File: src/rtl/fp_pkg.sv
// Shared floating-point helpers: operand classes, format constants and
// width-independent classification used by the multiplier and adder.
package fp_pkg;

    typedef enum logic [2:0] {
        ZERO,
        SUB,
        NORM,
        INF,
        NAN
    } fp_class_t;

    function automatic int fp_bias(input int exp_w);
        return (1 << (exp_w - 1)) - 1;
    endfunction

    function automatic int fp_emax(input int exp_w);
        return (1 << exp_w) - 1;
    endfunction

    function automatic int fp_width(input int exp_w, input int man_w);
        return 1 + exp_w + man_w;
    endfunction

    // Canonical quiet NaN in the low fp_width() bits: {0, all-ones exp, 1, 0...}
    function automatic logic [127:0] fp_qnan(input int exp_w, input int man_w);
        logic [127:0] q;
        q = '0;
        for (int i = 0; i < exp_w; i++) begin
            q[man_w + i] = 1'b1;
        end
        q[man_w - 1] = 1'b1;
        return q;
    endfunction

    function automatic fp_class_t fp_classify(input logic exp_zero,
                                              input logic exp_max,
                                              input logic frac_zero);
        if (exp_zero) begin
            return frac_zero ? ZERO : SUB;
        end
        if (exp_max) begin
            return frac_zero ? INF : NAN;
        end
        return NORM;
    endfunction

    // Subnormal operands are flushed to zero before any arithmetic.
    function automatic fp_class_t fp_ftz(input fp_class_t c);
        return (c == SUB) ? ZERO : c;
    endfunction

endpackage

File: src/rtl/fp_round_pack.sv
// Round-to-nearest-even and pack of a normalised significand, with
// overflow to infinity and flush-to-zero underflow.
module fp_round_pack
    import fp_pkg::*;
#(
    parameter  int EXP_W = 8,
    parameter  int MAN_W = 23,
    localparam int N     = 1 + EXP_W + MAN_W,
    localparam int EW    = EXP_W + 2
) (
    input  logic                 i_sign,
    input  logic signed [EW-1:0] i_exp,
    input  logic [MAN_W:0]       i_mant,
    input  logic                 i_guard,
    input  logic                 i_sticky,
    output logic [N-1:0]         o_result,
    output logic                 o_overflow,
    output logic                 o_underflow
);

    localparam int                   EMAX   = fp_emax(EXP_W);
    localparam logic signed [EW-1:0] EMAX_S = EW'(EMAX);

    logic                 w_up;
    logic [MAN_W+1:0]     w_sum;
    logic                 w_carry;
    logic signed [EW-1:0] w_exp_f;

    assign w_up    = i_guard & (i_sticky | i_mant[0]);
    assign w_sum   = {1'b0, i_mant} + {{(MAN_W + 1){1'b0}}, w_up};
    assign w_carry = w_sum[MAN_W+1];
    // A carry-out leaves the fraction field at zero, so only the exponent moves.
    assign w_exp_f = i_exp + $signed({{(EW - 1){1'b0}}, w_carry});

    always_comb begin
        o_overflow  = 1'b0;
        o_underflow = 1'b0;
        o_result    = {i_sign, w_exp_f[EXP_W-1:0], w_sum[MAN_W-1:0]};
        if (w_exp_f >= EMAX_S) begin
            o_overflow = 1'b1;
            o_result   = {i_sign, {EXP_W{1'b1}}, {MAN_W{1'b0}}};
        end else if (w_exp_f[EW-1] || (w_exp_f == '0)) begin
            o_underflow = 1'b1;
            o_result    = {i_sign, {(N - 1){1'b0}}};
        end
    end

endmodule

File: src/rtl/fp_multiplier_pipe.sv
// Three-stage floating-point multiplier: capture/classify, multiply,
// normalise/round/pack with special-value handling and exception flags.
module fp_multiplier_pipe
    import fp_pkg::*;
#(
    parameter  int EXP_W = 8,
    parameter  int MAN_W = 23,
    localparam int N     = 1 + EXP_W + MAN_W
) (
    input  logic         clk,
    input  logic         reset,
    input  logic         enable,
    input  logic         in_valid,
    input  logic [N-1:0] A,
    input  logic [N-1:0] B,
    output logic         out_valid,
    output logic [N-1:0] result,
    output logic         overflow,
    output logic         underflow,
    output logic         invalid
);

    localparam int                   BIAS      = fp_bias(EXP_W);
    localparam int                   PW        = 2 * MAN_W + 2;
    localparam int                   EW        = EXP_W + 2;
    localparam logic signed [EW-1:0] BIAS_S    = EW'(BIAS);
    localparam logic [127:0]         QNAN_WIDE = fp_qnan(EXP_W, MAN_W);
    localparam logic [N-1:0]         QNAN      = QNAN_WIDE[N-1:0];

    // ---------------- Stage 1: operand capture ----------------
    logic         r1_valid;
    logic [N-1:0] r1_a;
    logic [N-1:0] r1_b;

    always_ff @(posedge clk or posedge reset) begin
        if (reset) begin
            r1_valid <= 1'b0;
            r1_a     <= '0;
            r1_b     <= '0;
        end else if (enable) begin
            r1_valid <= in_valid;
            r1_a     <= A;
            r1_b     <= B;
        end
    end

    logic [N-1:0]     w_op  [2];
    logic [EXP_W-1:0] w_exp [2];
    logic [MAN_W:0]   w_sig [2];
    fp_class_t        w_cls [2];

    assign w_op[0] = r1_a;
    assign w_op[1] = r1_b;

    for (genvar gi = 0; gi < 2; gi++) begin : g_unpack
        assign w_exp[gi] = w_op[gi][N-2:MAN_W];
        assign w_sig[gi] = {1'b1, w_op[gi][MAN_W-1:0]};
        assign w_cls[gi] = fp_ftz(fp_classify(w_exp[gi] == '0,
                                              w_exp[gi] == {EXP_W{1'b1}},
                                              w_op[gi][MAN_W-1:0] == '0));
    end

    // ---------------- Stage 2: sign, product, exponent ----------------
    logic [PW-1:0]        w_prod;
    logic signed [EW-1:0] w_exp_sum;

    assign w_prod    = {{(MAN_W + 1){1'b0}}, w_sig[0]} * {{(MAN_W + 1){1'b0}}, w_sig[1]};
    assign w_exp_sum = $signed({2'b00, w_exp[0]}) + $signed({2'b00, w_exp[1]}) - BIAS_S;

    logic                 r2_valid;
    logic                 r2_sign;
    logic [PW-1:0]        r2_prod;
    logic signed [EW-1:0] r2_exp;
    fp_class_t            r2_cls_a;
    fp_class_t            r2_cls_b;

    always_ff @(posedge clk or posedge reset) begin
        if (reset) begin
            r2_valid <= 1'b0;
            r2_sign  <= 1'b0;
            r2_prod  <= '0;
            r2_exp   <= '0;
            r2_cls_a <= ZERO;
            r2_cls_b <= ZERO;
        end else if (enable) begin
            r2_valid <= r1_valid;
            r2_sign  <= r1_a[N-1] ^ r1_b[N-1];
            r2_prod  <= w_prod;
            r2_exp   <= w_exp_sum;
            r2_cls_a <= w_cls[0];
            r2_cls_b <= w_cls[1];
        end
    end

    // ---------------- Stage 3: normalise, round, specials ----------------
    logic                 w_norm_hi;
    logic [MAN_W:0]       w_mant;
    logic                 w_guard;
    logic                 w_sticky;
    logic signed [EW-1:0] w_exp_n;
    logic [N-1:0]         w_fin_res;
    logic                 w_fin_ovf;
    logic                 w_fin_unf;

    // Product of two [1,2) significands lies in [1,4): at most one right shift.
    assign w_norm_hi = r2_prod[PW-1];
    assign w_mant    = w_norm_hi ? r2_prod[PW-1:MAN_W+1] : r2_prod[PW-2:MAN_W];
    assign w_guard   = w_norm_hi ? r2_prod[MAN_W] : r2_prod[MAN_W-1];
    assign w_sticky  = w_norm_hi ? (|r2_prod[MAN_W-1:0]) : (|r2_prod[MAN_W-2:0]);
    assign w_exp_n   = r2_exp + $signed({{(EW - 1){1'b0}}, w_norm_hi});

    fp_round_pack #(
        .EXP_W (EXP_W),
        .MAN_W (MAN_W)
    ) u_round_pack (
        .i_sign      (r2_sign),
        .i_exp       (w_exp_n),
        .i_mant      (w_mant),
        .i_guard     (w_guard),
        .i_sticky    (w_sticky),
        .o_result    (w_fin_res),
        .o_overflow  (w_fin_ovf),
        .o_underflow (w_fin_unf)
    );

    logic         w_any_nan;
    logic         w_any_inf;
    logic         w_any_zero;
    logic [N-1:0] w_res;
    logic         w_ovf;
    logic         w_unf;
    logic         w_inv;

    assign w_any_nan  = (r2_cls_a == NAN) || (r2_cls_b == NAN);
    assign w_any_inf  = (r2_cls_a == INF) || (r2_cls_b == INF);
    assign w_any_zero = (r2_cls_a == ZERO) || (r2_cls_b == ZERO);

    always_comb begin
        w_res = w_fin_res;
        w_ovf = w_fin_ovf;
        w_unf = w_fin_unf;
        w_inv = 1'b0;
        if (w_any_nan || (w_any_zero && w_any_inf)) begin
            w_res = QNAN;
            w_ovf = 1'b0;
            w_unf = 1'b0;
            w_inv = 1'b1;
        end else if (w_any_inf) begin
            w_res = {r2_sign, {EXP_W{1'b1}}, {MAN_W{1'b0}}};
            w_ovf = 1'b0;
            w_unf = 1'b0;
        end else if (w_any_zero) begin
            w_res = {r2_sign, {(N - 1){1'b0}}};
            w_ovf = 1'b0;
            w_unf = 1'b0;
        end
    end

    logic         r_out_valid;
    logic [N-1:0] r_result;
    logic         r_overflow;
    logic         r_underflow;
    logic         r_invalid;

    always_ff @(posedge clk or posedge reset) begin
        if (reset) begin
            r_out_valid <= 1'b0;
            r_result    <= '0;
            r_overflow  <= 1'b0;
            r_underflow <= 1'b0;
            r_invalid   <= 1'b0;
        end else if (enable) begin
            r_out_valid <= r2_valid;
            r_result    <= w_res;
            r_overflow  <= w_ovf;
            r_underflow <= w_unf;
            r_invalid   <= w_inv;
        end
    end

    assign out_valid = r_out_valid;
    assign result    = r_result;
    assign overflow  = r_overflow;
    assign underflow = r_underflow;
    assign invalid   = r_invalid;

endmodule

File: config.mk
export PLATFORM = sky130hd
export DESIGN_NAME = fp_multiplier_pipe
export DESIGN_NICKNAME = d
export VERILOG_FILES = /design/src/rtl/fp_pkg.sv /design/src/rtl/fp_round_pack.sv /design/src/rtl/fp_multiplier_pipe.sv
export SDC_FILE = /design/constraint.sdc
export NUM_CORES = 2
export LEC_CHECK = 0
export BUFFER_PORTS_ARGS = -buffer_cell sky130_fd_sc_hd__buf_4
export CAP_MARGIN = 20
export CORE_AREA = 2 2 225 249
export DETAILED_ROUTE_END_ITERATION = 6
export DIE_AREA = 0 0 227 251
export PLACE_DENSITY = 0.63
export SLEW_MARGIN = 20
export SYNTH_ARGS = -nofsm -noshare
export SYNTH_HDL_FRONTEND = slang
export SYNTH_SLANG_ARGS = --single-unit
File: constraint.sdc
create_clock -name clk -period 9.06 [get_ports clk]
set_input_delay 1.812 -clock clk [delete_from_list [all_inputs] [get_ports clk]]
set_output_delay 1.812 -clock clk [all_outputs]
set_load 0.1 [all_outputs]
==> run summary <==
Initial Utilization = 0.495
Final wirelength = 76500 um
Post-synth EDFFs = 0
Via-to-Cell Ratio = 5.50
DRC = 0
Post-synth ARST share = 1.00
Synthesized instance count = 2865
Unique masters post-synth = 77
Post-synth top flop = dfrtp_1
Synth warn = 0
Core Region = 54500 um^2
Share of cells above drive strength 1 = 0.0976
Gr ovfl total = 0
Vias in the first global route = 21.7k
Mapped Area = 27000 um^2
CTS H-tree depth = 4
Clk buf depth = 2
PortBufs = 103
Commonest non-fill, non-tap cell in the layout = inv_1
Nets = 3629
Clk root buf = clkbuf_16
GRT Util Overall = 0.284
First-pass GRT wire length = 123000 um
TritonCTS Buffers = 17
CTS tree = done
Die Width = 227 um
Max_slew headroom = 0.230
Worst min path class = flip-flop to flip-flop
Setup violators final = 0
RSZ-0062 raised after global routing = false
Crit path max fanout = 17
Post-Syn Nets = 3607
Post-CTS setup buffers = 0
Post_cts resized = 0
Hold_buf cts = 0
Sink Count = 167
Antenna violations before repair = 2
Initial drt markers = 1271
Final Core Density = 0.533
WP data arrival = 8.68 ns
Pre-antenna DRT Iters = 6
Highest clock rate = 0.120 GHz
Worst Skew = 0.0125 ns
Setup TNS = 0 ns
Die Y = 251 um
Final Cycle Share = 0.918
Avg Cell Area, Syn = 9.41 um^2
Rows = 90
Final estimated routing congestion in global placement = 0.948
#FFs+latches synth = 167
Setup crit start kind = flip-flop
Area Growth Syn to Fin = 7.69%
Register area share after synthesis = 0.155
Fin. max-slew vios = 0
Slew @ Worst Pin = 1.15 ns
Later-pin clock latency in the skew report = 0.47 ns
Die area = 57000 um^2
Largest net degree at the start of global routing = 98
Worst Path Required = 9.42 ns
Tmin final = 8.32 ns
Via Count = 20.0k
HPWL after DPL = 60200 um
Status = finished, final reports clean
Max-cap violations = 0
Crit Path Category = flip-flop to flip-flop
Post-DRT Antenna Nets = 0
Final Hold Fails = 0
DR WL/cell = 21.0 um
Reg clk slew, reported paths = 0.08 ns
# fillers = 5029
Hold_ws = 0.491 ns
Most frequent cells in the layout = inv_1, fa_1, nand2_1
I/O pins = 104
CP Capture Type = flip-flop
## cells in the mapped netlist (46+ instances only)
cell type	number	share of area
mux2_2	87	0.036
o21ai_0	46	0.0085
clkbuf_1	125	0.017
nand2_1	336	0.047
dfrtp_1	167	0.16
nor2_1	80	0.011
inv_1	589	0.082
a21oi_1	70	0.013
xnor2_1	51	0.017
fa_1	484	0.36
and2_1	263	0.061
ha_1	190	0.088
## path summary, 6_finish.rpt
check                            startpoint     endpoint  slack, ns  cells after the start
max in group asynchronous             reset  r2_prod[47]       6.40                      3
min in group asynchronous             reset     r1_b[31]       1.30                      2
worst max register to register      r1_b[0]  r2_prod[40]       0.74                     22
worst max-delay path                r1_b[0]  r2_prod[40]       0.74                     22
worst min register to register  r2_prod[14]  r2_prod[14]       0.49                      2
worst min-delay path            r2_prod[14]  r2_prod[14]       0.49                      2
## per-stage QoR
stage	setup WS [ns]	instance area, um^2	cells
finish	0.739	29000	3637
floorplan	2.43	27000	2865
global placement	0.922	28400	3604
global route	0.456	29000	3636
CTS	0.844	29000	3636
detailed placement	0.909	28400	3604
## critical path, cell delays in order, from the launching register on
cell	delay (ns)
dfrtp_1	0.91
clkinv_1	0.79
fa_1	0.75
inv_1	0.06
fa_1	0.56
inv_1	0.07
fa_1	0.50
fa_1	0.52
inv_1	0.06
fa_1	0.49
fa_1	0.50
inv_1	0.05
fa_1	0.54
inv_1	0.06
ha_1	0.42
a21oi_1	0.16
o21bai_1	0.14
a21oi_1	0.10
o221a_1	0.26
o31a_1	0.32
a31oi_1	0.38
or4b_1	0.47
o311ai_1	0.09
## metal layers
metal,up-vias,track usage,share of wire
li1,8855,-,-
met1,10300,0.367,0.40
met2,652,0.474,0.49
met3,196,0.0480,0.061
met4,2,0.115,0.043
met5,-,0,0.00021
## cells by family after synthesis
kind of cell | share of synthesized area
fa+ha+maj | 0.448
simple gates | 0.153
compound gates | 0.0706
xor+xnor | 0.0260
buf+inv | 0.103
flops | 0.155
mux | 0.0441
## registers in the layout, summed over array words and instances (netlist names)
signal / count
underflow: 1
r2_sign: 1
r2_exp: 10
invalid: 1
r2_cls_a: 3
r1_b: 32
result: 32
overflow: 1
r1_a: 32
out_valid: 1
r1_valid: 1
r2_prod: 48
r2_cls_b: 3
r2_valid: 1
## cell type report
| class | count | area (um^2) | area share |
|---|---|---|---|
| clock buffer | 18 | 439 | 0.0151 |
| timing repair buffer | 141 | 1060 | 0.0366 |
| antenna | 1 | 2.50 | 0.0000862 |
| inverter | 594 | 2230 | 0.0770 |
| sequential | 167 | 4180 | 0.144 |
| clock inverter | 14 | 196 | 0.00677 |
| multi-input combinational | 1966 | 20000 | 0.689 |
| tap | 736 | 921 | 0.0317 |
Power is left out: the tool's default activity adds up to more than one toggle a clock period on the data nets, which glitch-free logic cannot reach.
